--- src/rtl/tdm_demux_pkg.sv ---
// Shared constants and state encoding for the 8-slot TDM demultiplexer.
package tdm_demux_pkg;
  localparam int NUM_CH = 8;
  localparam int SEL_W  = 3;

  typedef enum logic {HUNT, COLLECT} state_t;
endpackage

--- src/rtl/demux_slot_dec.sv ---
// Slot index plus enable to a one-hot write enable, one bit per channel.
module demux_slot_dec
  import tdm_demux_pkg::*;
(
  input  logic [SEL_W-1:0]  sel,
  input  logic              en,
  output logic [NUM_CH-1:0] we
);
  always_comb begin
    we      = '0;
    we[sel] = en;
  end
endmodule

--- src/rtl/tdm_demux8.sv ---
// TDM receive demux: serial slot samples to eight parallel channels per frame.
// Optional framing check enabled with `define TDM_DEMUX_SYNC_CHECK_EN.
module tdm_demux8
  import tdm_demux_pkg::*;
#(
  parameter int WIDTH = 8
) (
  input  logic                    clk,
  input  logic                    rst_n,
  input  logic                    in_valid,
  input  logic                    in_sof,
  input  logic [WIDTH-1:0]        in_data,
  output logic                    out_valid,
  output logic [NUM_CH*WIDTH-1:0] out_data,
  output logic [SEL_W-1:0]        slot,
  output logic                    err
);
  state_t                            state, state_n;
  logic   [SEL_W-1:0]                slot_n, dec_sel;
  logic                              dec_en;
  logic   [NUM_CH-1:0]               we;
  logic   [NUM_CH-2:0][WIDTH-1:0]    shadow;
`ifdef TDM_DEMUX_SYNC_CHECK_EN
  logic                              sync_err;
`endif

  always_comb begin
    state_n = state;
    slot_n  = slot;
    dec_en  = 1'b0;
    dec_sel = slot;
`ifdef TDM_DEMUX_SYNC_CHECK_EN
    sync_err = 1'b0;
`endif
    if (in_valid) begin
      if (in_sof) begin
        dec_en  = 1'b1;
        dec_sel = '0;
        slot_n  = SEL_W'(1);
        state_n = COLLECT;
`ifdef TDM_DEMUX_SYNC_CHECK_EN
        sync_err = (state == COLLECT) && (slot != '0);
`endif
      end else if (state == COLLECT) begin
`ifdef TDM_DEMUX_SYNC_CHECK_EN
        if (slot == '0) begin
          sync_err = 1'b1;
          state_n  = HUNT;
        end else begin
          dec_en = 1'b1;
          slot_n = slot + SEL_W'(1);
        end
`else
        // slot 0 without SOF is taken as free-running framing; 7 wraps to 0
        dec_en = 1'b1;
        slot_n = slot + SEL_W'(1);
`endif
      end
    end
  end

  demux_slot_dec u_dec (
    .sel (dec_sel),
    .en  (dec_en),
    .we  (we)
  );

  // we[7] marks the last sample: it goes straight to out_data, never to shadow
  for (genvar k = 0; k < NUM_CH-1; k++) begin : g_shadow
    always_ff @(posedge clk) begin
      if (!rst_n)     shadow[k] <= '0;
      else if (we[k]) shadow[k] <= in_data;
    end
  end

  always_ff @(posedge clk) begin
    if (!rst_n) begin
      state     <= HUNT;
      slot      <= '0;
      out_valid <= 1'b0;
      out_data  <= '0;
    end else begin
      state     <= state_n;
      slot      <= slot_n;
      out_valid <= we[NUM_CH-1];
      if (we[NUM_CH-1]) out_data <= {in_data, shadow};
    end
  end

`ifdef TDM_DEMUX_SYNC_CHECK_EN
  always_ff @(posedge clk) begin
    if (!rst_n) err <= 1'b0;
    else        err <= sync_err;
  end
`else
  assign err = 1'b0;
`endif
endmodule

--- config.mk ---
export PLATFORM = sky130hd
export DESIGN_NAME = tdm_demux8
export DESIGN_NICKNAME = d
export VERILOG_FILES = /design/src/rtl/tdm_demux_pkg.sv /design/src/rtl/demux_slot_dec.sv /design/src/rtl/tdm_demux8.sv
export SDC_FILE = /design/constraint.sdc
export NUM_CORES = 1
export LEC_CHECK = 0
export BUFFER_PORTS_ARGS = -buffer_cell sky130_fd_sc_hd__buf_4
export CORE_ASPECT_RATIO = 0.75
export CORE_UTILIZATION = 45
export CTS_BUF_LIST = sky130_fd_sc_hd__clkbuf_16
export DETAILED_ROUTE_END_ITERATION = 6
export GPL_TIMING_DRIVEN = 0
export PLACE_DENSITY = 0.76
export SLEW_MARGIN = 20
export SYNTH_ARGS = -nofsm -noshare
export SYNTH_HDL_FRONTEND = slang
export SYNTH_HIERARCHICAL = 1
export SYNTH_SLANG_ARGS = --single-unit
--- constraint.sdc ---
create_clock -name clk -period 2.6 [get_ports clk]
set_input_delay 0.52 -clock clk [delete_from_list [all_inputs] [get_ports clk]]
set_output_delay 0.52 -clock clk [all_outputs]
set_load 0.05 [all_outputs]
==> impl_metrics.toml <==
[timing]
fin_skew_ns = 0.006267
finalSetupTns_ns = 0
drv_slew = 0
period_minus_slack_ns = 1.833
fmax_ghz = 0.5456
slew_headroom = 0.5621
hold_viol = 0
worstMarginPinSlew_ns = 0.6568
rsz0062_at_grt = "false"
setup_viol = 0
period_share = 0.7049

[final_layout]
n_antenna_cell = 0
drive_above_1_share = 0.2289
seq_area_um2 = 2502
multiInputGateArea_um2 = 2176
fill_cells = 888
stdcell_count = 669
nets = 533
syn_to_final_growth_pct = 26.35

[place]
gp_congestion = 0.7482
dp_hpwl_um = 7292
place_inst = 637
io_buffers = 70

[setup_path]
critical_path.max_fanout = 10
startpoint_type = "flop"
cp-end-kind = "flop"
required_ns = 2.90
crit_type = "flop to flop"
arrival_ns = 2.14

[floorplanning]
fp.coreArea_um2 = 10410
rows = 32
initial_core_util = 0.4690
io_pins = 81
dieArea_um2 = 11270
die_x_um = 122.3
fp.dieH_um = 92.21

[route]
wirelength_um = 10630
postRouteAntennaNets = 0
drtIter0Drc = 128
via_per_inst = 4.851
vias = 3245
dr.pass1.iters = 4
drc = 0
wl_per_cell_um = 15.90

[cts]
post_cts_buffers = 0
cts.sinks = 125
clk_pin_slew_ns = 0.05
cts_tree = "built"
cts_made_buffers = 17
hold_buffers = 0
clock_latency_ns = 0.42
cts-root-buf = "clkbuf_16"
clockBufferDepth = 2
cts_resized = 0
cts-htree-levels = 4

[hold_path]
hold_class = "input pin to flop"

[power]
power.density_nw_per_um2 = 717.8
ir_worst_vdd_mv = 0.4671
p_leak_nw = 2.207

[global_route]
antenna_found_initial = 0
grt_pass1_vias = 3322
grt_max_degree = 17
grt_first_pass_wirelength_um = 16890
grt-ovfl-total = 0
grt_usage = 0.2024

[logic_synthesis]
syn-num-nets = 444
synth_area_um2 = 4882
syn_area_per_cell_um2 = 11.33
ys_seq_area_frac = 0.5126
yosysUniqueCellTypes = 24
syn_inst = 431
synth-seq-cells = 125
synth_warnings = 6

[job]
drv_cap = 0

[outcome]
status = "finished clean"
critical path, cell delays in order, from the launching register on:
cell     delay, ns
dfxtp_1       0.38
o21ai_0       0.14
inv_1         0.19
and4_2        0.26
buf_4         0.24
buf_6         0.21
mux2i_1       0.23
nor2b_1       0.06
per-stage QoR:
stage | worst slack, ns | power [W] | hold WS, ns | area, um2 | utilization
after global routing | 0.6178 | 0.004556 | 0.4428 | 6168 | 0.5925
after CTS | 0.7593 | 0.004466 | 0.4171 | 6168 | 0.5925
after floorplan | 0.6961 | 0.002078 | 0.4824 | 4882 | -
after detailed placement | 0.4907 | 0.002122 | 0.5062 | 5578 | 0.5358
after global placement | 0.5389 | 0.002117 | 0.4958 | 5578 | 0.5358
final | 0.7673 | 0.004428 | 0.4349 | 6168 | 0.5925
per-layer routing:
layer | vias to the layer above | global-route usage | routed length [um]
met2 | 80 | 0.3235 | 4873
met3 | 17 | 0.05721 | 540
met4 | 0 | 0.09146 | 125
li1 | 1617 | - | -
met5 | - | 0 | 0
met1 | 1531 | 0.2514 | 5094
sequential cells by signal (all words and copies together) (netlist names):
| name | count |
|---|---|
| slot | 3 |
| out_valid | 1 |
| out_data | 64 |
| state | 1 |
| shadow | 56 |
final cells by class:
cell class / instances / area share
Inverter: 2 / 0.001217
Buffer: 36 / 0.03185
Timing Repair Buffer: 70 / 0.08519
Tap cell: 136 / 0.02759
Sequential cell: 125 / 0.4057
Multi-Input combinational cell: 268 / 0.3527
Clock inverter: 15 / 0.02677
Clock buffer: 17 / 0.06897
Yosys cell counts:
| cell | instances | share of area |
|---|---|---|
| dfxtp_1 | 125 | 0.51 |
| nor2b_1 | 122 | 0.16 |
| mux2i_1 | 120 | 0.25 |
| clkbuf_1 | 16 | 0.012 |
| buf_2 | 13 | 0.013 |
| buf_6 | 5 | 0.012 |
| and2_1 | 4 | 0.0051 |
| and4b_2 | 3 | 0.0069 |
| and4bb_2 | 3 | 0.0077 |
| nand2_1 | 3 | 0.0023 |
| a21oi_1 | 2 | 0.0021 |
| buf_4 | 2 | 0.0031 |
| o21ai_0 | 2 | 0.0021 |
| a21boi_1 | 1 | 0.0015 |
| a22oi_1 | 1 | 0.0015 |
| and3b_2 | 1 | 0.0021 |
| and4_2 | 1 | 0.0021 |
| conb_1 | 1 | 0.00077 |
| ha_1 | 1 | 0.0026 |
| inv_1 | 1 | 0.00077 |
| inv_2 | 1 | 0.00077 |
| nor4b_2 | 1 | 0.0031 |
| o211a_1 | 1 | 0.0021 |
| or4_1 | 1 | 0.0015 |
worst paths after layout:
path / slack [ns] / from / end / depth (start not counted)
worst max-delay path: 0.77 / state / out_data[37] / 7
worst min-delay path: 0.43 / in_sof / state / 3
worst max register to register: 0.77 / state / out_data[37] / 7
worst min register to register: 0.52 / shadow[14] / shadow[14] / 2
layout by cell type, fill, tap and decap left out, drive strengths merged:
cell      instances
and4bb            3
o211a             1
bufinv            4
clkbuf           33
a22oi             1
inv               8
and3b             1
o21ai             2
nor4b             1
ha                1
dfxtp           125
a21boi            1
buf              90
mux2i           120
and4b             3
clkinv            4
nand2             3
conb              1
or4               1
nor2b           122
a21oi             2
clkinvlp          1
and2              4
and4              1
power by group:
part | switching (W) | internal [W] | total (W)
sequential | 0.00000973 | 0.00193 | 0.00194
combinational | 0.0000814 | 0.0000599 | 0.000141
clock | 0.000782 | 0.00156 | 0.00235
total | 0.000873 | 0.00355 | 0.00443
kinds of logic (layout without fill, tap and decap cells):
kind of cell | count (synthesis) | after routing | synth area share
buffers and inverters | 38 | 140 | 0.04177
multiplexers | 120 | 120 | 0.2460
adder cells (fa/ha/maj) | 1 | 1 | 0.002562
AO/OA/AOI/OAI | 7 | 7 | 0.009227
AND/OR/NAND/NOR | 139 | 139 | 0.1871
flip-flops | 125 | 125 | 0.5126
other | 1 | 1 | 0.0007681
(Power assumes the default switching activity.)
